File: src/rtl/vdp_super_res_writer.sv
// Write-side packer for the super-res VRAM path: gathers CPU pixel bytes into
// 32-bit words with byte enables and commits them while the display fetcher is off the bus.
module vdp_super_res_writer #(
    parameter int FIFO_DEPTH = 4
) (
    input  logic        clk,
    input  logic        reset_n,
    input  logic        addr_load,
    input  logic [19:0] addr_in,
    input  logic        pixel_wr,
    input  logic [7:0]  pixel_data,
    input  logic        flush,
    output logic        pixel_ready,
    input  logic        super_res_drawing,
    output logic        vram_wr_req,
    output logic [17:0] vram_wr_addr,
    output logic [31:0] vram_wr_data,
    output logic [3:0]  vram_wr_be,
    input  logic        vram_wr_ack,
    output logic [2:0]  fifo_level,
    output logic        writer_idle,
    output logic        bus_state
);

    // Handshake: vram_wr_req rises with addr/data/be and all four hold until
    // a single-cycle vram_wr_ack is sampled; the entry is popped on that edge.

    localparam int PW = $clog2(FIFO_DEPTH);
    localparam logic [2:0] DEPTH_L = 3'(FIFO_DEPTH);

    typedef enum logic {IDLE = 1'b0, REQ = 1'b1} bus_state_t;

    bus_state_t state_q, state_d;

    logic [19:0] cur_addr, cur_addr_d;
    logic [31:0] acc_data, acc_data_d, merged_data, push_data;
    logic [3:0]  acc_be, acc_be_d, merged_be, push_be;
    logic [1:0]  lane;
    logic        push, pop, load_head;

    logic [17:0] mem_addr [FIFO_DEPTH];
    logic [31:0] mem_data [FIFO_DEPTH];
    logic [3:0]  mem_be   [FIFO_DEPTH];
    logic [PW-1:0] wr_ptr, rd_ptr;
    logic [2:0]  level;

    assign pixel_ready = (level < DEPTH_L);
    assign fifo_level  = level;
    assign bus_state   = state_q;
    assign lane        = cur_addr[1:0];
    assign pop         = (state_q == REQ) && vram_wr_ack;

    always_comb begin
        merged_data = acc_data;
        merged_be   = acc_be;
        cur_addr_d  = cur_addr;
        acc_data_d  = acc_data;
        acc_be_d    = acc_be;
        push        = 1'b0;
        push_data   = acc_data;
        push_be     = acc_be;
        if (pixel_ready) begin
            if (addr_load) begin
                // The pending partial word belongs to the old address, so it leaves first.
                push       = (acc_be != 4'd0);
                cur_addr_d = addr_in;
                acc_data_d = 32'd0;
                acc_be_d   = 4'd0;
            end else begin
                if (pixel_wr) begin
                    merged_data[{lane, 3'b000} +: 8] = pixel_data;
                    merged_be[lane] = 1'b1;
                    cur_addr_d      = cur_addr + 20'd1;
                end
                push      = (pixel_wr && (lane == 2'd3)) || (flush && (merged_be != 4'd0));
                push_data = merged_data;
                push_be   = merged_be;
                if (push) begin
                    acc_data_d = 32'd0;
                    acc_be_d   = 4'd0;
                end else begin
                    acc_data_d = merged_data;
                    acc_be_d   = merged_be;
                end
            end
        end
    end

    always_ff @(posedge clk or negedge reset_n) begin
        if (!reset_n) begin
            cur_addr <= 20'd0;
            acc_data <= 32'd0;
            acc_be   <= 4'd0;
        end else begin
            cur_addr <= cur_addr_d;
            acc_data <= acc_data_d;
            acc_be   <= acc_be_d;
        end
    end

    always_ff @(posedge clk) begin
        if (push) begin
            mem_addr[wr_ptr] <= cur_addr[19:2];
            mem_data[wr_ptr] <= push_data;
            mem_be[wr_ptr]   <= push_be;
        end
    end

    always_ff @(posedge clk or negedge reset_n) begin
        if (!reset_n) begin
            wr_ptr <= '0;
            rd_ptr <= '0;
            level  <= 3'd0;
        end else begin
            if (push) wr_ptr <= wr_ptr + PW'(1);
            if (pop)  rd_ptr <= rd_ptr + PW'(1);
            case ({push, pop})
                2'b10:   level <= level + 3'd1;
                2'b01:   level <= level - 3'd1;
                default: level <= level;
            endcase
        end
    end

    always_comb begin
        state_d   = state_q;
        load_head = 1'b0;
        case (state_q)
            IDLE: begin
                if ((level != 3'd0) && !super_res_drawing) begin
                    load_head = 1'b1;
                    state_d   = REQ;
                end
            end
            REQ: begin
                // Display reclaiming the bus does not withdraw an issued request.
                if (vram_wr_ack) state_d = IDLE;
            end
            default: state_d = IDLE;
        endcase
    end

    always_ff @(posedge clk or negedge reset_n) begin
        if (!reset_n) begin
            state_q      <= IDLE;
            vram_wr_req  <= 1'b0;
            vram_wr_addr <= 18'd0;
            vram_wr_data <= 32'd0;
            vram_wr_be   <= 4'd0;
            writer_idle  <= 1'b1;
        end else begin
            state_q     <= state_d;
            vram_wr_req <= (state_d == REQ);
            if (load_head) begin
                vram_wr_addr <= mem_addr[rd_ptr];
                vram_wr_data <= mem_data[rd_ptr];
                vram_wr_be   <= mem_be[rd_ptr];
            end
            writer_idle <= (level == 3'd0) && (acc_be == 4'd0) && (state_q == IDLE);
        end
    end

endmodule

File: config.mk
export PLATFORM = sky130hd
export DESIGN_NAME = vdp_super_res_writer
export DESIGN_NICKNAME = d
export VERILOG_FILES = /design/src/rtl/vdp_super_res_writer.sv
export SDC_FILE = /design/constraint.sdc
export NUM_CORES = 1
export LEC_CHECK = 0
export CORE_ASPECT_RATIO = 1.2
export CORE_UTILIZATION = 35
export DETAILED_ROUTE_END_ITERATION = 16
export GPL_ROUTABILITY_DRIVEN = 1
export PLACE_DENSITY = 0.63
export SLEW_MARGIN = 0
export SYNTH_ARGS = -nofsm -noshare
export SYNTH_HDL_FRONTEND = slang
export SYNTH_SLANG_ARGS = --single-unit
File: constraint.sdc
create_clock -name clk -period 3.3 [get_ports clk]
set_input_delay 0.66 -clock clk [delete_from_list [all_inputs] [get_ports clk]]
set_output_delay 0.66 -clock clk [all_outputs]
set_load 0.005 [all_outputs]
* Word-level counts from Yosys, hierarchy flattened
Memory sizes are Yosys's and may differ from the RTL's. A register that Yosys moved wholly into a read port is not among the register bits. Index checks and enable logic that the tools add are counted.
Storage, ports and cells: logic and storage cells 73, bits in registers 65, output and inout bits 61, memories 3, bits in writable memories 216, input port bits 35
Memories:
- mem_data | words 4, bits a word 32, rd ports 1, clocked after memory_dff 1, wr ports 1, line 42 | logic [31:0] mem_data [FIFO_DEPTH];
- mem_addr | words 4, bits a word 18, rd ports 1, clocked after memory_dff 1, wr ports 1, line 41 | logic [17:0] mem_addr [FIFO_DEPTH];
- mem_be | words 4, bits a word 4, rd ports 1, clocked after memory_dff 1, wr ports 1, line 43 | logic [3:0] mem_be [FIFO_DEPTH];
Operators by class: reduce and logical (&&, ||, !) cells 20, multiplexer cells 26, equal/unequal tests 3, $add $sub $neg 6, order comparisons 3, shift-type cells 2, bitwise operators 2
Operators with widths (count):
- $mux 32 | 5
- $mux 20 | 2
- $bwmux 32 | 1
- $shift 8x7->32 const A | 1
- $shiftx 8x7->32 | 1
- $mux 4 | 7
- $add 20x1->20 const B | 1
- $mux 1 | 8
- $reduce_bool 4->1 | 2
- $logic_and 1x1->1 | 7
- $neg 5->7 | 1
- $pmux 3 s2 | 1
- $add 2x1->2 const B | 2
- $eq 2x2->1 const B | 2
- $logic_not 1->1 | 4
- $logic_not 4->1 | 1
- $or 4x4->4 | 1
- $reduce_bool 2->1 | 2
- $add 3x1->3 const B | 1
- $logic_not 3->1 | 1
- $lt 2x3->1 const B | 1
- $lt 3x3->1 const B | 1
- $reduce_bool 3->1 | 1
- $sub 3x1->3 const B | 1
- 7 further kinds | 7

* Logic depth before layout (Yosys ltp)
word-level depth 15, depth in mapped cells 14, gate-level depth less buffers 12

* Worst setup path after synthesis
No wires, ideal clock.
path type register to register, start register cur_addr[0], end memory mem_addr[2][0] (enable), arrival 2994 ps, stages on the path, launching flop included 9, buffers on the path 2, library setup time 417 ps, setup slack -111 ps, path through dfrtp_1 buf_4 inv_1 ha_1 buf_6 or4_4 a31oi_1 nor3_2 and2_1
Between the ends: word-level cells in the longest chain between the ends 15, elaborated cells on any way between the ends 18, classes of those cells order compare (2); eq/ne (1); mux (9); bitwise (1); reduce/logical (5)
RTL lines:
- start, declared | line 35 | logic [19:0] cur_addr, cur_addr_d;
- start signal, assigned | line 95 | cur_addr <= cur_addr_d;
- $lt 2x3->1 (not written as such) or $ge 2x1->1 (tied branches) | line 72 | merged_be[lane] = 1'b1;
- $logic_and 1x1->1 (not written as such) | line 72
- $mux 1 (not written as such) | line 72
- $demux 1 s2 | line 72
- $or 4x4->4 (no source line)
- $mux 4 | line 70 | if (pixel_wr) begin
- $mux 4 | line 63 | if (addr_load) begin
- $mux 4 | line 62 | if (pixel_ready) begin
- $reduce_bool 4->1 | line 75 | push = (pixel_wr && (lane == 2'd3)) || (flush && (merged_be != 4'd0));
- $logic_and 1x1->1 | line 75
- $logic_or 1x1->1 (*) | line 75
- $mux 1 (*) | line 63
- $mux 1 (*) | line 62
- $mux 1 (*) | line 102 | if (push) begin
- $mux 1 (not written as such) (*) | line 103 | mem_addr[wr_ptr] <= cur_addr[19:2];
- end, declared | line 41
Mark *: on every way between the ends. The rest lies on a longest branch, timed or not. The select of a mux whose other input is x is not followed.

* Worst setup path after layout
start register level[2] (netlist: fifo_level[2]), end output port pixel_ready
Between the ends: word-level cells in the longest chain between the ends 1
RTL lines:
- start, declared | line 45 | logic [2:0] level;
- start signal, assigned | line 118 | 2'b10: level <= level + 3'd1;
- start signal, assigned | line 119 | 2'b01: level <= level - 3'd1;
- start signal, assigned | line 120 | default: level <= level;
- $lt 3x3->1 | line 47 | assign pixel_ready = (level < DEPTH_L);
- end, declared | line 13 | output logic pixel_ready,
No other way between the ends.

==> insert_results.sql <==
INSERT INTO impl_metrics (metric_group, metric, value, unit) VALUES
('synthesis', 'asyncSetResetFlopFracSynth', '35.5', '%'),
('grt', 'grt.overflow.total', '0', ''),
('synthesis', 'synth_top_cells_by_area', 'sky130_fd_sc_hd__edfxtp_1 48%, sky130_fd_sc_hd__dfrtp_1 22%, sky130_fd_sc_hd__mux4_2 8.9%, sky130_fd_sc_hd__mux2_2 4.5%, sky130_fd_sc_hd__a22o_1 4.1%', ''),
('routing', 'viasPerCell', '5.36', ''),
('floorplanning', 'core_area', '38100', 'sq um'),
('power', 'power_density', '913', 'nW/um^2'),
('sta', 'final_max_slew_viol_count', '0', ''),
('floorplanning', 'fp.dieH', '218', 'um'),
('clock_network', 'clock-sinks', '335', ''),
('setup_path', 'cp.required', '2.64', 'ns'),
('clock_network', 'cts_inserted_buffers', '35', ''),
('synthesis', 'postSynthNetCount', '822', ''),
('clock_network', 'tritoncts', 'done', ''),
('place', 'routability_congestion_estimate_from_global_placement', '0.779', ''),
('grt', 'largest_net_degree_at_the_start_of_global_routing', '56', ''),
('floorplanning', 'start_util', '35.8', '%'),
('grt', 'overall_fraction_of_global_route_tracks_in_use', '15.4', '%'),
('synthesis', 'ys_seq_elements', '335', ''),
('final_layout', 'drive_above_1_share', '24.2', '%'),
('setup_path', 'crit_fanout', '14', ''),
('setup_path', 'critical_path_cell_sequence', 'clkinv_1 > clkdlybuf4s50_1', ''),
('sta', 'timing.final.crit_share', '88.7', '%'),
('routing', 'detailed_route_wirelength_on_metal2', '14800', 'um'),
('grt', 'grt_pass1_wl', '46300', 'um'),
('clock_network', 'number_of_buffers_on_the_longest_clock_path', '3', ''),
('final_layout', 'n_fill_cell', '3352', ''),
('synthesis', 'synth.yosys.warnings', '0', ''),
('sta', 'timing.fmax', '0.341', 'GHz'),
('clock_network', 'cts.clk_slew.worst_paths', '0.06', 'ns'),
('synthesis', 'synthesis.area_per_instance', '17.6', 'sq um'),
('place', 'port_buffer_count', '95', ''),
('routing', 'route.antenna.remaining_nets', '0', ''),
('routing', 'met1Wirelength', '12900', 'um'),
('routing', 'route.met3.wl', '1540', 'um'),
('status', 'run_status', 'complete, no violations', ''),
('synthesis', 'synthMostInstantiatedCell', 'sky130_fd_sc_hd__edfxtp_1', ''),
('setup_path', 'timing.critical_path.slowest_cell_delay', '0.66', 'ns'),
('routing', 'drt_pre_antenna_iters', '5', ''),
('final_layout', 'final-instance-count-excl-fill', '1392', ''),
('setup_path', 'crit-reg2reg-capture', 'fifo_level[2]$_DFFE_PN0P_', ''),
('routing', 'routed_wirelength', '29800', 'um'),
('sta', 'worst_slack', '0.372', 'ns'),
('routing', 'post_drt_wl_per_cell', '21.4', 'um'),
('final_layout', 'area_occupied_by_multi_input_gates', '3880', 'sq um'),
('sta', 'grt_setup_unrepaired', 'no', ''),
('floorplanning', 'placementRows', '78', ''),
('synthesis', 'synth.cells.most_frequent', '216 x sky130_fd_sc_hd__edfxtp_1, 118 x sky130_fd_sc_hd__dfrtp_1, 64 x sky130_fd_sc_hd__a22o_1', ''),
('routing', 'detailroute.via_count', '7457', ''),
('setup_path', 'worst_r2r_path_depth', '12', ''),
('sta', 'setup_viol_count_final', '0', ''),
('power', 'leakage', '5.87', 'nW'),
('clock_network', 'root_buffer', 'sky130_fd_sc_hd__clkbuf_16', ''),
('final_layout', 'ff_latch_area', '9470', 'sq um'),
('final_layout', 'syn2layout_area_growth', '20.7', '%'),
('grt', 'antenna_found_initial', '0', ''),
('sta', 'fin_tns_setup', '0', 'ns'),
('sta', 'timing.clock.skew', '0.0118', 'ns'),
('setup_path', 'critical_path_class', 'reg2out', ''),
('setup_path', 'endpoint_kind', 'primary output', ''),
('synthesis', 'number_of_enable_flip_flop_cells_after_synthesis', '216', ''),
('min_path', 'hold_class', 'in2async', ''),
('setup_path', 'ff2ff_setup_slack', '0.41', 'ns'),
('grt', 'number_of_global_route_vias_before_repair', '7647', ''),
('floorplanning', 'ios', '96', ''),
('synthesis', 'gate_count_after_technology_mapping', '773', ''),
('setup_path', 'worstReg2RegStart', 'cur_addr[0]$_DFFE_PN0P_', ''),
('routing', 'top_layer_used', 'met4', ''),
('setup_path', 'startpoint_type', 'flip-flop', ''),
('synthesis', 'synth_top_cell_area_share', '47.6', '%'),
('sta', 'finalHoldViolCount', '0', ''),
('synthesis', 'synth_seq_area_share', '69.5', '%');
-- layout by cell type, fill, tap and decap left out, types with 8 or more instances in the layout --
cell                              netlist  routed
sky130_fd_sc_hd__edfxtp_1             216     216
sky130_fd_sc_hd__ha_1                  13      13
sky130_fd_sc_hd__mux2i_1                9       9
sky130_fd_sc_hd__clkdlybuf4s50_1        0      94
sky130_fd_sc_hd__clkbuf_1              12       9
sky130_fd_sc_hd__nor2_1                14      14
sky130_fd_sc_hd__a22o_1                64      64
sky130_fd_sc_hd__nor3_1                 9       9
sky130_fd_sc_hd__clkbuf_16              0      37
sky130_fd_sc_hd__mux4_2                54      54
sky130_fd_sc_hd__buf_4                  6      24
sky130_fd_sc_hd__nand2_1               18      18
sky130_fd_sc_hd__o21ai_0                9       9
sky130_fd_sc_hd__nand3_1               11      11
sky130_fd_sc_hd__mux2_2                54      54
sky130_fd_sc_hd__dfrtp_1              118     116
sky130_fd_sc_hd__buf_12                 0       8
sky130_fd_sc_hd__nand4_1               10      10
sky130_fd_sc_hd__a21oi_1               18      18
sky130_fd_sc_hd__inv_1                  9       9
-- through the flow --
stage	hold WS (ns)	util, %
finish	0.160	43.2
global placement	0.489	40.1
floorplan	0.364	-
global route	0.198	43.2
detailed placement	0.491	40.1
CTS	0.173	43.2
-- layer usage --
layer | up-vias | GRT usage [%]
li1 | 3322 | -
met1 | 3899 | 20.5
met2 | 195 | 25.7
met3 | 41 | 2.93
met4 | 0 | 4.59
met5 | - | 0
-- worst max-delay path: cells and delay by family (launching register included) --
| family | cells | cell delay [ns] |
|---|---|---|
| flops | 1 | 0.66 |
| buf+inv | 2 | 1.10 |
-- worst max-delay path by stage --
stage | from | end | slack (ns) | cells after the start
6_report | fifo_level[2]$_DFFE_PN0P_ | pixel_ready | 0.37 | 2
5_1_grt | cur_addr[1]$_DFFE_PN0P_ | fifo_level[2]$_DFFE_PN0P_ | 0.21 | 12
4_1_cts | fifo_level[2]$_DFFE_PN0P_ | pixel_ready | 0.33 | 2
3_5_place_dp | cur_addr[1]$_DFFE_PN0P_ | fifo_level[2]$_DFFE_PN0P_ | 0.43 | 12
3_3_place_gp | pixel_wr | mem_data[0][13]$_DFFE_PP_ | 0.46 | 5
2_1_floorplan | cur_addr[0]$_DFFE_PN0P_ | fifo_level[2]$_DFFE_PN0P_ | 0.33 | 14
-- power breakdown --
| group | internal, W | switching (W) |
|---|---|---|
| Clock | 0.00242 | 0.00156 |
| Combinational | 0.00243 | 0.00203 |
| Sequential | 0.00575 | 0.000819 |
| Total | 0.0106 | 0.00441 |
-- flip-flops by register name (all words and copies together) (netlist names), 2 cells and up --
name / flops
acc_be: 4
acc_data: 32
cur_addr: 20
fifo_level: 3
mem_addr: 72
mem_be: 16
mem_data: 128
rd_ptr: 2
vram_wr_addr: 18
vram_wr_be: 4
vram_wr_data: 32
wr_ptr: 2
-- logic make-up after synthesis --
| family | Yosys count | synth area share (%) |
|---|---|---|
| adders and majority gates | 14 | 1.34 |
| buffers and inverters | 61 | 2.13 |
| muxes | 118 | 14.2 |
| xor gates and xnor gates | 6 | 0.386 |
| AOI/OAI and AO/OA | 129 | 7.38 |
| and+or+nand+nor | 110 | 5.15 |
| DFF | 335 | 69.5 |
-- area by class of cell --
class / count / share of cell area, %
sequential: 335 / 57.6
multi-input combinational: 377 / 23.6
timing repair buffer: 126 / 7.79
clock buffer: 52 / 6.34
tap: 480 / 3.65
clock inverter: 11 / 0.799
inverter: 11 / 0.251
(Power assumes the default switching activity.)
